File: src/rtl/multicycle_control.sv
// multicycle_control: control FSM for a multicycle RV32 subset datapath.
// It sequences fetch, decode, execute, memory and write-back and drives the datapath enables and selects.
`default_nettype none

module multicycle_control #(
   parameter int DATA_BUS = 32
) (
   input  logic                clk,
   input  logic                rst,
   input  logic [DATA_BUS-1:0] instr,
   input  logic                Zero,
   input  logic                mem_ready,
   output logic [2:0]          ImmSrc,
   output logic                PCWrite,
   output logic                IRWrite,
   output logic                RegWrite,
   output logic                MemRead,
   output logic                MemWrite,
   output logic [1:0]          ALUSrcA,
   output logic [1:0]          ALUSrcB,
   output logic [1:0]          ResultSrc,
   output logic                illegal,
   output logic [2:0]          state
);

   // instr_format encoding of ImmSrc
   localparam logic [2:0] c_IMM_I     = 3'd0;
   localparam logic [2:0] c_IMM_STORE = 3'd1;
   localparam logic [2:0] c_IMM_BR    = 3'd2;
   localparam logic [2:0] c_IMM_JUMP  = 3'd3;
   localparam logic [2:0] c_IMM_UPPER = 3'd4;

   typedef enum logic [2:0] {
      FETCH  = 3'd0,
      DECODE = 3'd1,
      EXEC   = 3'd2,
      MEM    = 3'd3,
      WB     = 3'd4
   } state_t;

   typedef enum logic [2:0] {
      OP_R, OP_I, OP_LW, OP_SW, OP_BR, OP_JAL, OP_LUI, OP_BAD
   } op_t;

   state_t     r_state, w_next;
   logic [2:0] r_imm_src;
   logic       r_illegal;
   logic       r_run;
   op_t        w_op;
   logic [2:0] w_imm_dec;
   logic       w_taken;
   logic       w_unused;

   assign w_unused = ^{instr[DATA_BUS-1:15], instr[11:7]};

   always_comb begin
      w_op      = OP_BAD;
      w_imm_dec = c_IMM_I;
      case (instr[6:0])
         7'b0110011: w_op = OP_R;
         7'b0010011: w_op = OP_I;
         7'b0000011: w_op = OP_LW;
         7'b0100011: begin w_op = OP_SW;  w_imm_dec = c_IMM_STORE; end
         7'b1100011: begin w_op = OP_BR;  w_imm_dec = c_IMM_BR;    end
         7'b1101111: begin w_op = OP_JAL; w_imm_dec = c_IMM_JUMP;  end
         7'b0110111: begin w_op = OP_LUI; w_imm_dec = c_IMM_UPPER; end
         default:    w_op = OP_BAD;
      endcase
   end

   assign w_taken = ((instr[14:12] == 3'b000) &&  Zero) ||
                    ((instr[14:12] == 3'b001) && !Zero);

   // r_run stays low for the first edge after reset so the first fetch starts on that edge
   always_ff @(posedge clk or posedge rst) begin
      if (rst) begin
         r_state   <= FETCH;
         r_imm_src <= c_IMM_I;
         r_illegal <= 1'b0;
         r_run     <= 1'b0;
      end else begin
         r_run <= 1'b1;
         if (r_run) begin
            r_state <= w_next;
            if (r_state == DECODE) begin
               if (w_op == OP_BAD) r_illegal <= 1'b1;
               else                r_imm_src <= w_imm_dec;
            end
         end
      end
   end

   always_comb begin
      w_next    = r_state;
      PCWrite   = 1'b0;
      IRWrite   = 1'b0;
      RegWrite  = 1'b0;
      MemRead   = 1'b0;
      MemWrite  = 1'b0;
      ALUSrcA   = 2'd0;
      ALUSrcB   = 2'd0;
      ResultSrc = 2'd0;
      if (r_run && !rst) begin
         case (r_state)
            FETCH: begin
               MemRead = 1'b1;
               ALUSrcB = 2'd2;
               if (mem_ready) begin
                  IRWrite = 1'b1;
                  PCWrite = 1'b1;
                  w_next  = DECODE;
               end
            end
            DECODE: w_next = (w_op == OP_BAD) ? FETCH : EXEC;
            EXEC: begin
               case (w_op)
                  OP_R:          begin ALUSrcA = 2'd1; w_next = WB; end
                  OP_I:          begin ALUSrcA = 2'd1; ALUSrcB = 2'd1; w_next = WB;  end
                  OP_LW, OP_SW:  begin ALUSrcA = 2'd1; ALUSrcB = 2'd1; w_next = MEM; end
                  OP_LUI:        begin ALUSrcA = 2'd2; ALUSrcB = 2'd1; w_next = WB;  end
                  OP_BR: begin
                     ALUSrcA = 2'd1;
                     PCWrite = w_taken;
                     w_next  = FETCH;
                  end
                  OP_JAL: begin
                     ALUSrcB = 2'd1;
                     PCWrite = 1'b1;
                     w_next  = WB;
                  end
                  default: w_next = FETCH;
               endcase
            end
            MEM: begin
               if (w_op == OP_LW) begin
                  MemRead = 1'b1;
                  if (mem_ready) w_next = WB;
               end else if (w_op == OP_SW) begin
                  MemWrite = 1'b1;
                  if (mem_ready) w_next = FETCH;
               end else begin
                  w_next = FETCH;
               end
            end
            WB: begin
               RegWrite  = 1'b1;
               ResultSrc = (w_op == OP_LW)  ? 2'd1 :
                           (w_op == OP_JAL) ? 2'd2 : 2'd0;
               w_next    = FETCH;
            end
            default: w_next = FETCH;
         endcase
      end
   end

   assign ImmSrc  = r_imm_src;
   assign illegal = r_illegal;
   assign state   = r_state;

endmodule

`default_nettype wire

File: config.mk
export PLATFORM = sky130hd
export DESIGN_NAME = multicycle_control
export DESIGN_NICKNAME = d
export VERILOG_FILES = /design/src/rtl/multicycle_control.sv
export SDC_FILE = /design/constraint.sdc
export NUM_CORES = 1
export LEC_CHECK = 0
export BUFFER_PORTS_ARGS = -buffer_cell sky130_fd_sc_hd__buf_2
export CORE_AREA = 5 5 50 52
export CTS_BUF_LIST = sky130_fd_sc_hd__clkbuf_8
export DETAILED_ROUTE_END_ITERATION = 12
export DIE_AREA = 0 0 55 57
export PLACE_DENSITY = 0.79
export RECOVER_POWER = 50
export SETUP_SLACK_MARGIN = 0.4
export SYNTH_ARGS = -nofsm -noshare
export SYNTH_HDL_FRONTEND = slang
export SYNTH_SLANG_ARGS = --single-unit
export TNS_END_PERCENT = 100
File: constraint.sdc
create_clock -name clk -period 2.05 [get_ports clk]
set_input_delay 0.41 -clock clk [delete_from_list [all_inputs] [get_ports clk]]
set_output_delay 0.41 -clock clk [all_outputs]
set_load 0.01 [all_outputs]
## Word level (Yosys, flattened, before mapping)

Cells that the tools add are included.

- Output and inout bits: 18
- Logic and storage cells: 78
- Input bits: 36
- Flip-flop bits (word level): 8

- Eq/ne operators: 22
- Multiplexer cells: 35
- Bitwise gates (word level): 1
- Reductions and logical operators: 16

Operators with widths:

| cell | count |
|---|---|
| 3-bit case mux with 4 select lines | 2 |
| 7-bit by 6-bit equality test with 1-bit output (second input constant) | 3 |
| 3-bit case mux with 7 select lines | 1 |
| 2-bit two-way mux | 8 |
| 3-bit equality test (second input constant) | 5 |
| 3-bit two-way mux | 5 |
| 7-bit equality test (second input constant) | 2 |
| 1-bit two-way mux | 13 |
| 3-bit by 2-bit equality test with 1-bit output (second input constant) | 4 |
| 5-bit OR reduction | 2 |
| 3-bit by 1-bit equality test with 1-bit output (second input constant) | 3 |
| 3-bit logical NOT | 3 |
| 2-bit case mux with 2 select lines | 2 |
| 7-bit by 2-bit equality test with 1-bit output (second input constant) | 1 |
| 7-bit by 5-bit equality test with 1-bit output (second input constant) | 1 |
| 3-bit != test (second input constant) | 2 |
| 1-bit case mux with 2 select lines | 3 |
| 3-bit case mux with 2 select lines | 1 |
| 3-bit AND reduction | 2 |
| 5-bit AND reduction | 1 |
| 4-bit OR reduction | 1 |
| 1-bit logical AND | 3 |
| 1-bit logical NOT | 2 |
| 2-bit != test (second input constant) | 1 |
| 3 further kinds | 3 |

## Depth between registers and ports, before layout

- Word-level depth: 7
- Gate-level depth with buffers: 5
- Mapped depth without buffers: 4

## Worst setup path after synthesis

Ideal clock, no wire load.

- Path kind: input port to output port
- From: input instr[2]
- To: output PCWrite
- Setup slack: 0.102 ns
- Required time: 1.640 ns
- Buffers on the path: 1
- Arrival: 1.538 ns
- Stages: 5
- Cells stage by stage: buf_2 -> or3_4 -> o22ai_1 -> a21oi_1 -> o32ai_1

- Cells in the longest elaborated chain, start to end: 6
- Elaborated cells between the ends (all ways): 13
- Classes of those cells: 9 x eq/ne; 4 x mux

Ends and longest elaborated chain:

| element | line | text |
|---|---|---|
| start: declaration | 10 | `input logic [DATA_BUS-1:0] instr,` |
| 7-bit by 6-bit equality test with 1-bit output (tied with other cells) | 59 | `case (instr[6:0])` |
| 3-bit case mux with 7 select lines * | 59 |  |
| 3-bit equality test | 116 | `case (w_op)` |
| 1-bit case mux with 2 select lines * | 116 |  |
| 1-bit case mux with 2 select lines * | 104 | `case (r_state)` |
| 1-bit two-way mux * | 103 | `if (r_run && !rst) begin` |
| end: declaration | 14 | `output logic PCWrite,` |

Mark *: on every way between the ends. The rest lies on a longest branch, timed or not.

## Final worst setup path

- From: input instr[3]
- To: output ResultSrc[1]

- Cells in the longest elaborated chain, start to end: 7
- Elaborated cells between the ends (all ways): 14
- Classes of those cells: 9 x eq/ne; 5 x mux

Ends and longest elaborated chain:

| element | line | text |
|---|---|---|
| 7-bit by 6-bit equality test with 1-bit output (tied with other cells) | 59 |  |
| 3-bit case mux with 7 select lines * | 59 |  |
| 3-bit equality test | 148 | `(w_op == OP_JAL) ? 2'd2 : 2'd0;` |
| 2-bit two-way mux | 148 |  |
| 2-bit two-way mux * | 147 | `ResultSrc = (w_op == OP_LW) ? 2'd1 :` |
| 2-bit two-way mux * | 104 |  |
| 2-bit two-way mux * | 103 |  |
| end: declaration | 21 | `output logic [1:0] ResultSrc,` |

Marks and branches as above.

==> reports/metrics.csv <==
stage,metric,value,unit
outcome,outcome,"finished, final reports clean",
layout,Multi-input gate area,661,sq um
layout,most frequent cells in the layout,"buf_2, buf_4, dfrtp_1, buf_6, clkbuf_1",
clock_network,CTS tree,done,
worst_setup_path,Crit. End Element,output port,
layout,"most common cell after layout, fill and taps aside",buf_2,
sta,final worst path period share,96.6,%
worst_setup_path,"delay-heaviest family, CP",simple AND/OR/NAND/NOR gates,
yosys,Most used DFF post-synth,dfrtp_1,
grt,initial antenna violation count,0,
yosys,Synth area leader,dfrtp_1,
worst_setup_path,startpoint types,primary input,
sta,PnR worst setup slack,69.4,ps
clock_network,hold buffer count at cts,0,
grt,grt total ovfl,0,
routing,post-DR wirelength/cell,13.7,um
yosys,cell area after synthesis,812,sq um
layout,fin nets,179,
floorplan,core box area,0.00206,sq mm
layout,Reg area,201,sq um
floorplan,# IOs,54,
floorplan,Cell Rows,17,
sta,final-report hold violation count,0,
routing,via count,887,
routing,Routed WL,2310,um
placement,GP Congestion,0.850,
yosys,largest cells by area after synthesis,"dfrtp_1, mux2i_1, inv_1, a2111oi_4, clkbuf_8",
grt,first-pass GRT wire length,3990,um
layout,Antenna diodes,0,
worst_setup_path,critical path depth in cells,7,
worst_setup_path,crit-path max cell delay,400,ps
grt,largest net degree at the start of global routing,11,
worst_setup_path,Buf/Inv on CP,3,
routing,DRC violations left,0,
power,Static Leak,0.610,nW
grt,vias in the first global route,916,
yosys,Post-Syn Instances,93,
worst_setup_path,Critical Path AT,1570,ps
sta,RSZ-0062 raised after global routing,yes,
yosys,Yosys Warn Count,0,
yosys,post-synth top area share,24.7,%
routing,post-route ant nets,0,
yosys,Post-synth EDFFs,0,
clock_network,clock transition at the registers of the reported paths,40,ps
sta,Setup TNS,0,ps
sta,count of pins over their slew limit,0,
worst_setup_path,CP max stage cell,or3_4,
routing,First DRT Iteration DRCs,8,
worst_setup_path,CP Data Required Time,1640,ps
clock_network,Clock Tree Buf Depth,2,
placement,hpwl dp,1730,um
clock_network,clock tree root driver cell,clkbuf_8,
layout,area grow syn2layout,63.0,%
min_path,Min-Delay Path Class,primary input to async pin,
floorplan,die height,57,um
layout,fin util,64.2,%
job,Max-Cap Viols,0,
clock_network,clock sink count,8,
clock_network,CTS H-tree depth,1,
yosys,Yosys cell types,45,
worst_setup_path,crit-path cells,"buf_8, or3_4, o22ai_4, nand2_4, buf_6, nor3_4, buf_2",
sta,Tmin final,1980,ps
routing,drt pass-1 iters,4,
yosys,Mapped Nets,129,
worst_setup_path,"critical path fanouts, max",7,
clock_network,worst-skew pair later-pin latency,220,ps
placement,PortBufs,31,
placement,DP Worst Slack,11.5,ps
sta,fmax,505,MHz
layout,fraction of layout cells with a size suffix above 1,57.4,%
worst_setup_path,Crit Path Class,primary input to output port,
layout,fill cell count,175,
floorplan,chip width,55,um
sta,clk_skew,1.94,ps
routing,DR vias/cell,5.25,
yosys,Synth Register Bits,8,
power,PwrDens,436,mW/mm^2
yosys,Avg Inst Size Synth,8.73,sq um
yosys,"FFs w/ async S/R, synth",100,%
floorplan,Initial Util,39.4,%
worst_setup_path,worst r2r path cells,5,
power,worst ir drop on vdd,0.378,mV
grt,Total Routing Usage GR,16.6,%
floorplan,DIE AREA,0.00314,sq mm
yosys,register area share after synthesis,24.7,%
sta,count of final setup violators,0,
clock_network,CTS Buf Count,3,
-- path summary, 6_finish.rpt --
path	slack (ps)	end	start
max reg2reg	180	ImmSrc[0]	state[0]
max in group asynchronous	1620	state[0]	rst
min in group clk	470	illegal	illegal
max	70	ResultSrc[1]	instr[3]
min reg2reg	470	illegal	illegal
min	180	state[2]	rst
-- registers in the layout (all words and copies together) (netlist names) --
name,cells
state,3
r_run,1
ImmSrc,3
illegal,1
-- timing repair --
item                                    in CTS  in global routing
endpoints found under the setup margin      12                 12
setup buffers                                9                  3
gates resized for setup                     30                  9
pin swaps                                   17                 13
-- Yosys cell counts, types with 2 or more instances --
cell	n
a21oi_1	4
nand3_1	5
nand2_1	7
clkbuf_8	2
nand2b_1	2
mux2i_1	3
xnor2_1	2
nor3_1	5
a31oi_1	2
and3_1	4
inv_1	8
and2_1	2
o22ai_1	3
dfrtp_1	8
nor2_1	6
-- worst register-to-register path, delay by kind of cell (launching register included) --
family	cells	cell delay (ps)
buf+inv	2	500
mux	1	300
compound gates	1	240
simple gates	1	340
flops	1	380
-- through the flow --
step	power (W)	area, sq um	cells	hold WS, ps
after floorplan	0.000299	868	93	226
after global placement	0.000350	1050	154	381
after detailed placement	0.000355	1050	154	401
after CTS	0.000587	1280	166	169
after global routing	0.000615	1320	169	224
final	0.000577	1320	169	180
-- layer usage --
metal	global-route usage (%)	wire [um]	up-vias
met5	0	0	-
met1	21.6	1000	426
met3	4.44	131	0
met2	27.5	1180	25
li1	-	-	436
met4	2.43	0	0
-- cells by family after synthesis --
kind of cell	synth area share [%]
other	0.462
AOI/OAI and AO/OA	21.4
DFF	24.7
xor gates and xnor gates	3.24
and+or+nand+nor	34.2
buffers and inverters	10.5
muxes	5.55
-- cell type report --
cell class / count / area share (%)
multi-input cells: 72 / 49.9
well taps: 28 / 2.65
flip-flops and latches: 8 / 15.2
repair buffers: 50 / 26.8
clock buffers: 3 / 3.12
inverters: 8 / 2.27
-- power by group --
group / leakage (nW) / internal, W / total [W] / switching, W
combinational: 0.493 / 0.0000902 / 0.000203 / 0.000112
clock: 0.0216 / 0.000127 / 0.000183 / 0.0000562
sequential: 0.0956 / 0.000178 / 0.000191 / 0.0000127
(Power assumes the default switching activity.)
